[src/rtl/dec_scan_sequencer_if.sv]
// Bundled control/status signals of the scan sequencer.
// The bench drives through master; the sequencer uses slave.
interface dec_scan_sequencer_if #(
  parameter int DWELL_W = 8
);
  logic               start;
  logic               stop;
  logic [DWELL_W-1:0] dwell;
  logic [3:0]         mask;
  logic               en;
  logic [1:0]         a;
  logic               busy;
  logic               wrap;

  modport master (
    output start, stop, dwell, mask,
    input  en, a, busy, wrap
  );

  modport slave (
    input  start, stop, dwell, mask,
    output en, a, busy, wrap
  );
endinterface

[src/rtl/dec_scan_sequencer.sv]
// Round-robin scan of a 2:4 decoder: each enabled channel gets a dwell of en=1,
// optionally separated by blanking cycles, with stop and wrap handling.
module dec_scan_sequencer #(
  parameter int DWELL_W = 8,
  parameter int BLANK   = 2
) (
  input  logic                 clk,
  input  logic                 rst,
  dec_scan_sequencer_if.slave  bus
);

  typedef enum logic [1:0] {
    S_IDLE,
    S_ACTIVE,
    S_BLANKING
  } state_t;

  localparam logic [3:0] BLANK_LD  = 4'(BLANK);
  localparam bit         HAS_BLANK = (BLANK != 0);

  state_t             r_state, w_state_nx;
  logic [DWELL_W-1:0] r_cnt, w_cnt_nx;
  logic [3:0]         r_bcnt, w_bcnt_nx;
  logic [1:0]         r_a, w_a_nx;
  logic               r_en, w_en_nx;
  logic               r_wrap, w_wrap_nx;
  logic               r_stop_pend, w_stop_pend_nx;

  logic [DWELL_W-1:0] w_dwell_ld;
  logic [1:0]         w_first_idx;
  logic [1:0]         w_adv_idx;
  logic               w_adv_found;
  logic               w_stop_eff;
  logic               w_do_adv;

  // Dwell of zero behaves as one; the counter counts down to 1, so it never wraps.
  assign w_dwell_ld = (bus.dwell == '0) ? DWELL_W'(1) : bus.dwell;
  assign w_stop_eff = r_stop_pend | bus.stop;

  always_comb begin
    w_first_idx = '0;
    for (int unsigned i = 0; i < 4; i++) begin
      if (bus.mask[3 - i]) w_first_idx = 2'(3 - i);
    end
  end

  // Circular search from a+1; offset 4 lands back on a itself (single channel).
  always_comb begin
    logic [1:0] cand;
    w_adv_found = 1'b0;
    w_adv_idx   = r_a;
    for (int unsigned k = 1; k <= 4; k++) begin
      cand = r_a + 2'(k);
      if (!w_adv_found && bus.mask[cand]) begin
        w_adv_found = 1'b1;
        w_adv_idx   = cand;
      end
    end
  end

  always_comb begin
    w_state_nx     = r_state;
    w_cnt_nx       = r_cnt;
    w_bcnt_nx      = r_bcnt;
    w_a_nx         = r_a;
    w_en_nx        = r_en;
    w_wrap_nx      = 1'b0;
    w_do_adv       = 1'b0;
    w_stop_pend_nx = r_stop_pend | ((r_state != S_IDLE) & bus.stop);

    case (r_state)
      S_IDLE: begin
        w_en_nx = 1'b0;
        if (bus.start && !bus.stop && (bus.mask != 4'b0000)) begin
          w_state_nx = S_ACTIVE;
          w_a_nx     = w_first_idx;
          w_en_nx    = 1'b1;
          w_cnt_nx   = w_dwell_ld;
        end
      end
      S_ACTIVE: begin
        if (r_cnt > DWELL_W'(1)) begin
          w_cnt_nx = r_cnt - DWELL_W'(1);
        end else if (w_stop_eff) begin
          w_state_nx = S_IDLE;
          w_en_nx    = 1'b0;
        end else if (HAS_BLANK) begin
          w_state_nx = S_BLANKING;
          w_en_nx    = 1'b0;
          w_bcnt_nx  = BLANK_LD;
        end else begin
          w_do_adv = 1'b1;
        end
      end
      S_BLANKING: begin
        if (r_bcnt > 4'd1) begin
          w_bcnt_nx = r_bcnt - 4'd1;
        end else if (w_stop_eff) begin
          w_state_nx = S_IDLE;
          w_en_nx    = 1'b0;
        end else begin
          w_do_adv = 1'b1;
        end
      end
      default: begin
        w_state_nx = S_IDLE;
        w_en_nx    = 1'b0;
      end
    endcase

    if (w_do_adv) begin
      if (w_adv_found) begin
        w_state_nx = S_ACTIVE;
        w_a_nx     = w_adv_idx;
        w_en_nx    = 1'b1;
        w_cnt_nx   = w_dwell_ld;
        w_wrap_nx  = (w_adv_idx <= r_a);
      end else begin
        w_state_nx = S_IDLE;
        w_en_nx    = 1'b0;
      end
    end

    if (w_state_nx == S_IDLE) w_stop_pend_nx = 1'b0;
  end

  always_ff @(posedge clk) begin
    if (rst) begin
      r_state     <= S_IDLE;
      r_cnt       <= '0;
      r_bcnt      <= '0;
      r_a         <= '0;
      r_en        <= 1'b0;
      r_wrap      <= 1'b0;
      r_stop_pend <= 1'b0;
    end else begin
      r_state     <= w_state_nx;
      r_cnt       <= w_cnt_nx;
      r_bcnt      <= w_bcnt_nx;
      r_a         <= w_a_nx;
      r_en        <= w_en_nx;
      r_wrap      <= w_wrap_nx;
      r_stop_pend <= w_stop_pend_nx;
    end
  end

  assign bus.en   = r_en;
  assign bus.a    = r_a;
  assign bus.busy = (r_state != S_IDLE);
  assign bus.wrap = r_wrap;

endmodule

[src/flat_wrapper.sv]
// flat-port wrapper written by rule: the top's interface ports become plain ports
module dec_scan_sequencer_flat 
#(
  parameter int DWELL_W = 8,
  parameter int BLANK   = 2
)
  (clk, rst, bus_start, bus_stop, bus_dwell, bus_mask, bus_en, bus_a, bus_busy, bus_wrap);
  dec_scan_sequencer_if #(.DWELL_W(DWELL_W)) bus_i ();
  input  logic clk;
  input  logic rst;
  input wire logic [$bits(bus_i.start)-1:0] bus_start;
  input wire logic [$bits(bus_i.stop)-1:0] bus_stop;
  input wire logic [$bits(bus_i.dwell)-1:0] bus_dwell;
  input wire logic [$bits(bus_i.mask)-1:0] bus_mask;
  output wire logic [$bits(bus_i.en)-1:0] bus_en;
  output wire logic [$bits(bus_i.a)-1:0] bus_a;
  output wire logic [$bits(bus_i.busy)-1:0] bus_busy;
  output wire logic [$bits(bus_i.wrap)-1:0] bus_wrap;
  assign bus_i.start = bus_start;
  assign bus_i.stop = bus_stop;
  assign bus_i.dwell = bus_dwell;
  assign bus_i.mask = bus_mask;
  assign bus_en = bus_i.en;
  assign bus_a = bus_i.a;
  assign bus_busy = bus_i.busy;
  assign bus_wrap = bus_i.wrap;
  dec_scan_sequencer #(.DWELL_W(DWELL_W), .BLANK(BLANK)) u_core (.clk(clk), .rst(rst), .bus(bus_i));
endmodule
[config.mk]
export PLATFORM = sky130hd
export DESIGN_NAME = dec_scan_sequencer_flat
export DESIGN_NICKNAME = d
export VERILOG_FILES = /design/src/rtl/dec_scan_sequencer_if.sv /design/src/rtl/dec_scan_sequencer.sv /design/src/flat_wrapper.sv
export SDC_FILE = /design/constraint.sdc
export NUM_CORES = 1
export LEC_CHECK = 0
export CAP_MARGIN = 25
export CORE_MARGIN = 2
export CORE_UTILIZATION = 35
export DETAILED_ROUTE_END_ITERATION = 7
export HOLD_SLACK_MARGIN = 0.02
export PLACE_DENSITY_LB_ADDON = 0.2
export SKIP_LAST_GASP = 1
export SYNTH_ARGS = -nofsm -noshare
export SYNTH_HDL_FRONTEND = slang
export SYNTH_SLANG_ARGS = --single-unit
[constraint.sdc]
create_clock -name clk -period 3.35 [get_ports clk]
set_input_delay 0.67 -clock clk [delete_from_list [all_inputs] [get_ports clk]]
set_output_delay 0.67 -clock clk [all_outputs]
set_load 0.05 [all_outputs]
# Word-level counts from Yosys, hierarchy flattened
# Index checks and enable logic that the tools add are counted.
[word_totals]
regBits = 19
input_bits = 16
elab_cells = 103
output_inout_bits = 5
[classes]
n_eq_ne = 8
n_reduce_logical = 19
n_lt_le_gt_ge = 7
bitwise = 5
n_addsub = 5
n_mux = 52
[ops]
columns = ["operator", "n"]
rows = [
  ["$mux W8", 5],
  ["$mux W2", 18],
  ["$mux W1", 18],
  ["$pmux W8 S2", 1],
  ["$lt A2 B3 Y1 const B", 4],
  ["$mux W4", 3],
  ["$bmux W1 S2", 4],
  ["$gt A8 B1 Y1 const B", 1],
  ["$logic_not A8 Y1", 1],
  ["$pmux W4 S2", 1],
  ["$sub A8 B1 Y8 const B", 1],
  ["$ne A3 B2 Y1 const B", 2],
  ["$pmux W2 S3", 1],
  ["$logic_and A1 B1 Y1", 5],
  ["$add A2 B2 Y2 const B", 2],
  ["$gt A4 B1 Y1 const B", 1],
  ["$logic_not A1 Y1", 4],
  ["$logic_not A2 Y1", 2],
  ["$ne A2 B2 Y1 const B", 2],
  ["$reduce_and A4 Y1", 1],
  ["$reduce_bool A2 Y1", 2],
  ["$reduce_bool A4 Y1", 1],
  ["$sub A4 B1 Y4 const B", 1],
  ["$ne A3 B1 Y1 const B", 1],
  ["other kinds (12)", 14],
]

# Depth between registers and ports, before layout
# Gate-level depths: netlist of the first run.
[depth]
ltp_word = 17
depth_mapped = 8

# Worst setup path before layout of the first run
# Ideal clock, no wire load.
[synth_path]
kind = "input -> register"
from = "in bus_mask[0]"
to = "reg u_core.r_a[0], in the netlist u_core.bus.a[0]"
path_slack_ps = 1368
stages = 5
n_path_buf = 1
t_arrival_ps = 1894
cell_sequence = "nor4_1 -> or4b_1 -> buf_2 -> o311a_1 -> a311oi_2"
[synth_between]
elab_chain_cells = 14
elab_cells_between_ends = 29
classes_between = "21 x mux; 8 x reduce/logical"
[synth_rtl]
columns = ["element", "line", "text"]
rows = [
  ["start, declared", "flat_wrapper.sv:14", "input wire logic [$bits(bus_i.mask)-1:0] bus_mask;"],
  ["$bmux W1 S2", "dec_scan_sequencer.sv:54", "if (!w_adv_found && bus.mask[cand]) begin"],
  ["$mux W1 (implied by the code)", "dec_scan_sequencer.sv:54", ""],
  ["$mux W1", "dec_scan_sequencer.sv:54", ""],
  ["$logic_not A1 Y1", "dec_scan_sequencer.sv:54", ""],
  ["$logic_and A1 B1 Y1", "dec_scan_sequencer.sv:54", ""],
  ["$mux W1", "dec_scan_sequencer.sv:54", ""],
  ["$logic_not A1 Y1", "dec_scan_sequencer.sv:54", ""],
  ["$logic_and A1 B1 Y1", "dec_scan_sequencer.sv:54", ""],
  ["$mux W1", "dec_scan_sequencer.sv:54", ""],
  ["$logic_not A1 Y1", "dec_scan_sequencer.sv:54", ""],
  ["$logic_and A1 B1 Y1", "dec_scan_sequencer.sv:54", ""],
  ["$mux W2 / $mux W1 (equally long branches)", "dec_scan_sequencer.sv:54", ""],
  ["$mux W2", "dec_scan_sequencer.sv:112", "if (w_adv_found) begin"],
  ["$mux W2 (*)", "dec_scan_sequencer.sv:111", "if (w_do_adv) begin"],
  ["end signal, assigned", "dec_scan_sequencer.sv:140", "r_a <= w_a_nx;"],
  ["end, declared", "dec_scan_sequencer.sv:24", "logic [1:0] r_a, w_a_nx;"],
]
# Every way passes the cells marked *; elsewhere a longest branch is shown, timed or not. The select of a mux whose other input is x is not followed.
# A chain may end at the register's enable or synchronous reset.

# Final worst setup path of the first run
[layout_path]
from = "reg u_core.r_state[1]"
to = "out bus_busy"
[layout_between]
elab_chain_cells = 1
[layout_rtl]
columns = ["element", "line", "text"]
rows = [
  ["start, declared", "dec_scan_sequencer.sv:21", "state_t r_state, w_state_nx;"],
  ["start signal, assigned", "dec_scan_sequencer.sv:137", "r_state <= w_state_nx;"],
  ["$reduce_bool A2 Y1", "dec_scan_sequencer.sv:149", "assign bus.busy = (r_state != S_IDLE);"],
  ["end, declared", "flat_wrapper.sv:17", "output wire logic [$bits(bus_i.busy)-1:0] bus_busy;"],
]
# Every way passes these cells.

==> results of run 1 <==
## where the power goes
part / total, mW / internal (mW) / leakage, nW / switching (mW)
combinational: 0.191 / 0.0831 / 0.404 / 0.108
sequential: 0.264 / 0.241 / 0.155 / 0.0224
clock: 0.125 / 0.0447 / 0.0177 / 0.0801
## registers in the layout, summed over array words and instances (netlist names)
signal              flops
u_core.r_cnt            8
u_core.r_bcnt           4
u_core.bus.a            2
u_core.r_state          2
u_core.bus.en           1
u_core.bus.wrap         1
u_core.r_stop_pend      1
## area by class of cell
| cell class | count | area, sq um | area share |
|---|---|---|---|
| clock buffer | 3 | 22.5 | 0.0146 |
| clock inverter | 1 | 5.00 | 0.00325 |
| inverter | 9 | 33.8 | 0.0219 |
| multi-input combinational | 122 | 826 | 0.536 |
| sequential | 19 | 380 | 0.247 |
| tap | 46 | 57.6 | 0.0374 |
| timing repair buffer | 22 | 215 | 0.140 |
## placed cells by master (no fill, tap or decap), types with 2 or more instances in the layout
| cell | instances |
|---|---|
| clkdlybuf4s50_1 | 20 |
| dfxtp_1 | 19 |
| nor2_1 | 16 |
| a21oi_1 | 14 |
| nand2_1 | 14 |
| inv_1 | 8 |
| nor3_1 | 7 |
| nor4_1 | 6 |
| ha_1 | 6 |
| a211oi_1 | 5 |
| or3_1 | 3 |
| a211o_1 | 3 |
| or4b_1 | 3 |
| clkbuf_4 | 3 |
| a31oi_1 | 2 |
| a22oi_1 | 2 |
| mux2i_1 | 2 |
| and3_1 | 2 |
| xor2_1 | 2 |
| mux2_1 | 2 |
| o32ai_1 | 2 |
| a22o_1 | 2 |
| o21ai_0 | 2 |
| buf_4 | 2 |
## through the flow
stage               setup slack, ps  cell area, sq um  hold slack [ps]   util  std cells
CTS                             865              1540              480  0.454        222
detailed placement              648              1510              462  0.446        218
global route                    791              1540              494  0.454        222
floorplan                      1370              1250              478      -        153
finish                          872              1540              477  0.454        222
global placement                705              1510              458  0.446        218
## cells by family after synthesis
group,after synthesis
and+or+nand+nor,64
AOI/OAI and AO/OA,45
DFF,19
buffers and inverters,12
adders and majority gates,6
muxes,4
xor gates and xnor gates,3
## worst paths after layout
check                           cells after the start                    startpoint  slack (ps)                    endpoint
worst max-delay path                                3  u_core.r_state[1]$_SDFF_PP0_         870                    bus_busy
worst min register to register                      2    u_core.bus.en$_SDFFE_PP0P_         480  u_core.bus.en$_SDFFE_PP0P_
worst max register to register                      7    u_core.r_cnt[0]$_SDFF_PP0_        1260  u_core.r_cnt[3]$_SDFF_PP0_
worst min-delay path                                2    u_core.bus.en$_SDFFE_PP0P_         480  u_core.bus.en$_SDFFE_PP0P_
## Yosys cell counts, drive strengths merged (2+ instances only)
library cell	count	area (sq um)
a211o	3	26.3
a211oi	5	37.5
a21oi	14	70.1
a22o	2	17.5
a22oi	2	15.0
a311oi	2	23.8
a31oi	2	12.5
and2b	2	18.8
and3	2	12.5
clkbuf	2	7.51
dfxtp	19	380
ha	6	75.1
inv	9	33.8
mux2	2	22.5
mux2i	2	20.0
nand2	14	52.6
nor2	17	71.3
nor3	7	35.0
nor4	7	50.1
o21ai	3	15.0
o31ai	2	20.0
o32ai	2	17.5
or3	3	18.8
or4b	3	30.0
xor2	2	17.5
## critical path, stage by stage (launching register included)
cell and delay (ps):
dfxtp_1 530, nor2_4 70, inv_2 90, clkdlybuf4s50_1 810
## metal layers
metal | vias to the layer above | wire [um] | GRT usage
met5 | - | 0 | 0
met4 | 0 | 83 | 0.0842
met3 | 8 | 145 | 0.0282
met2 | 37 | 1470 | 0.266
met1 | 579 | 1470 | 0.226
li1 | 630 | - | -
==> results.cfg, run 1 <==
[status]
status = completed

[setup_path]
cp_max_fo = 8
cp.required_ps = 2680
end_kind = output pin
criticalPathCategory = reg2out
critPathArrivalTime_ps = 1810
cp-start-kind = register

[timing]
finalCriticalPeriod_ps = 2480
finalSetupViolations = 0
finalCritPeriodShare = 0.740
drv_slew = 0
max_slew_margin = 0.576
finalHoldViolCount = 0
rsz0062_at_grt = no
skew_ps = 5.36
max_slew.worst_pin.slew_ps = 633
fmax_mhz = 404
fin_setup_tns_ps = 0

[synthesis]
synth_top_family_by_area = simple AND/OR/NAND/NOR gates
postSynthCellCount = 153
synth_edf_count = 0
synthXorXnorAreaFrac = 0.0210
synth.distinct_cells = 51
synthArstFlopShare = 0
synth_fa_ha_area_frac = 0.0599
synth_compound_area_frac = 0.259
syn_nets = 175
yosys.area_share.simple = 0.286
netlist_area_sq_um = 1250
ys_seq_elements = 19
synthMuxAreaShare = 0.0340
ys_seq_area_frac = 0.304
yosysWarnings = 0
synth-main-ff-cell = dfxtp_1
avgSynthCellArea_sq_um = 8.19

[floorplanning]
core_area_sq_um = 3390
num_rows = 21
die_width_um = 63.8
die_h_um = 63.8
ios = 21
dieArea_sq_um = 4070
start_util = 0.370

[placement]
dp_hpwl_um = 2470
io_buffers = 20
gp_routability_congestion = 0.869

[power]
power_density_nw_per_um2 = 376
leakagePower_nw = 0.577
power_mw = 0.579
max-vdd-ir-drop_uv = 166

[drt]
via_per_inst = 5.65
antenna_left = 0
finalWirelength_um = 3170
drc_errors = 0
drt_iter0_markers = 65
first_pass_iters = 4
wire_per_inst_um = 14.3
vias = 1254

[grt]
grt_pass1_wl_um = 5470
antenna_found_initial = 0
grtUsageTotal = 0.170
grt_start_max_net_pins = 12
grt-ovfl-total = 0
grt_pass1_vias = 1177

[cts]
clkSlewWorstSetupHoldPaths_ps = 110
cts-root-buf = clkbuf_4
cts_resized = 0
tritoncts = built
insertion_delay_ps = 310
htreeDepth = 1
numClockSinks = 19
ctsLongestPathBuffers = 2
cts_setup_buffers = 0
ctsHoldBuffers = 0
cts_made_buffers = 3

[layout]
final_layout_size_suffix_gt1_frac = 0.0852
syn_to_final_growth_pct = 23.0
n_fill_cell = 337
nNetsFinal = 199
diodes = 0

[job]
maxCapViolCount = 0

[worst_hold_path]
hp-class = reg2reg
Power figures use the tool's default switching activity.
==> inputs of run 2 (changes only) <==
clock period = 2.3 ns   (was 3.35 ns; I/O delays follow)
==> run 2 against run 1 <==
Against the previous run: register-to-register slack worse by 960 ps; clock skew down 0.81 ps; non-clock buffer count up 8; hold slack worse by 12 ps; sequential power up 45%; global-route usage down 0.62 points; combinational power up 52%; critical endpoint is now bus_a[1].
==> results.cfg, run 2 (synthesis results as in run 1) <==
[setup_path]
critPathArrivalTime_ps = 1640
max_stage_delay_ps = 850
cp_max_fo = 7
path_cells = clkdlybuf4s50_1
cp.required_ps = 1840
cpMaxStageDelayCell = clkdlybuf4s50_1
crit_family = buffers and inverters
path_depth = 1
end_kind = output pin
rr_worst_depth = 7
criticalPathCategory = reg2out
path_buf_inv = 1
cp-start-kind = register

[power]
max-vdd-ir-drop_uv = 262
p_int_mw = 0.548
clock_power_share = 0.212
p_seq_frac = 0.448
power_density_nw_per_um2 = 533
p_sw_frac = 0.358
power_frac_comb = 0.340
p_sw_mw = 0.306
leakagePower_nw = 0.631

[cts]
ctsHoldBuffers = 0
tritoncts = built
cts_made_buffers = 3
numClockSinks = 19
clkSlewWorstSetupHoldPaths_ps = 110
htreeDepth = 1
cts-root-buf = clkbuf_4
insertion_delay_ps = 310
ctsLongestPathBuffers = 2
cts_setup_buffers = 0

[timing]
finalWorstSetupSlack_ps = 203
finalCriticalPeriod_ps = 2100
finalHoldViolCount = 0
drv_slew = 0
max_slew_margin = 0.635
fmax_mhz = 477
finalSetupViolations = 0
skew_ps = 4.55
hold_ws_ps = 465
max_slew.worst_pin.slew_ps = 543
finalCritPeriodShare = 0.912
rsz0062_at_grt = no

[floorplanning]
ios = 21
die_h_um = 63.8
core_area_sq_um = 3390
die_width_um = 63.8
num_rows = 21
dieArea_sq_um = 4070
start_util = 0.370

[drt]
vias = 1298
drc_errors = 0
wire_per_inst_um = 13.6
finalWirelength_um = 3140
first_pass_iters = 4
drt_iter0_markers = 53
via_per_inst = 5.64
antenna_left = 0

[layout]
final_util = 0.473
largestRegisters = u_core.r_cnt x8, u_core.r_bcnt x4
syn_to_final_growth_pct = 28.0
final_area_sq_um = 1600
final_layout_size_suffix_gt1_frac = 0.125
nNetsFinal = 207
final_cell_count_no_fill = 230
diodes = 0
layout_common_cells = clkdlybuf4s50_1, dfxtp_1, nor2_1
largest_register = u_core.r_cnt
largest_reg_flops = 8

[placement]
io_buffers = 20
gp_routability_congestion = 0.887
post-place-ws_ps = -83.7
post_dp_cell_area_sq_um = 1570
dp_hpwl_um = 2500
place_inst = 226

[grt]
grt_start_max_net_pins = 12
grt_use_met3 = 0.0299
global_route.usage.met1 = 0.211
grtUsageTotal = 0.164
grt_pass1_vias = 1217
antenna_found_initial = 0
grt-busiest-layer = met2
grt_pass1_wl_um = 5400
grt_use_met2 = 0.276
grt-ovfl-total = 0

[worst_hold_path]
hold-path-cell-count = 2
hp-class = reg2reg

[job]
maxCapViolCount = 0

[status]
status = completed
run 2: cell count changes in the layout (fill, tap and decap cells not counted), sizes merged:
cell / delta
buf: +8
clkdlybuf4s50: -1
dlymetal6s2s: +1
run 2: layer usage:
metal  vias up  share of wire
met5         -              0
met4         0          0.014
met3         7          0.048
met2        34           0.47
met1       608           0.47
li1        649              -
run 2: final cells by class:
cell class / count / area (sq um)
Fill cell: 330 / 1790
Clock buffer: 3 / 22.5
Timing Repair Buffer: 30 / 278
Inverter: 9 / 33.8
Clock inverter: 1 / 5.00
Sequential cell: 19 / 380
Multi-Input combinational cell: 122 / 826
Tap cell: 46 / 57.6
run 2: worst paths after layout:
path / end / start / slack, ps
setup reg to reg: u_core.r_cnt[3]$_SDFF_PP0_ / u_core.r_cnt[0]$_SDFF_PP0_ / 300
hold reg to reg: u_core.bus.en$_SDFFE_PP0P_ / u_core.bus.en$_SDFFE_PP0P_ / 460
hold / removal: u_core.bus.en$_SDFFE_PP0P_ / u_core.bus.en$_SDFFE_PP0P_ / 460
setup / recovery: bus_a[1] / u_core.bus.a[1]$_SDFF_PP0_ / 200
run 2: repair_timing:
action,in CTS,in global routing
setup endpoints to repair,0,1
gates resized for setup,0,1
hold endpoints to repair,0,0
run 2: through the flow:
step | setup TNS [ps] | total power, mW
global placement | -137 | 0.671
detailed placement | -333 | 0.675
CTS | 0 | 0.852
floorplan | 0 | 0.573
finish | 0 | 0.854
global route | 0 | 0.906
run 2: power by group through the flow:
stage          Clock, mW  Sequential (mW)  Combinational (mW)
6_report           0.181            0.382               0.290
5_1_grt            0.202            0.387               0.317
4_1_cts            0.182            0.381               0.289
3_5_place_dp           0            0.388               0.287
3_3_place_gp           0            0.388               0.282
2_1_floorplan          0            0.390               0.183
==> inputs of run 3 (changes only) <==
HOLD_SLACK_MARGIN = 0.1   (was 0.02)
==> results of run 3 <==
No change in the layout: final DEF, timing and power equal those of run 2.
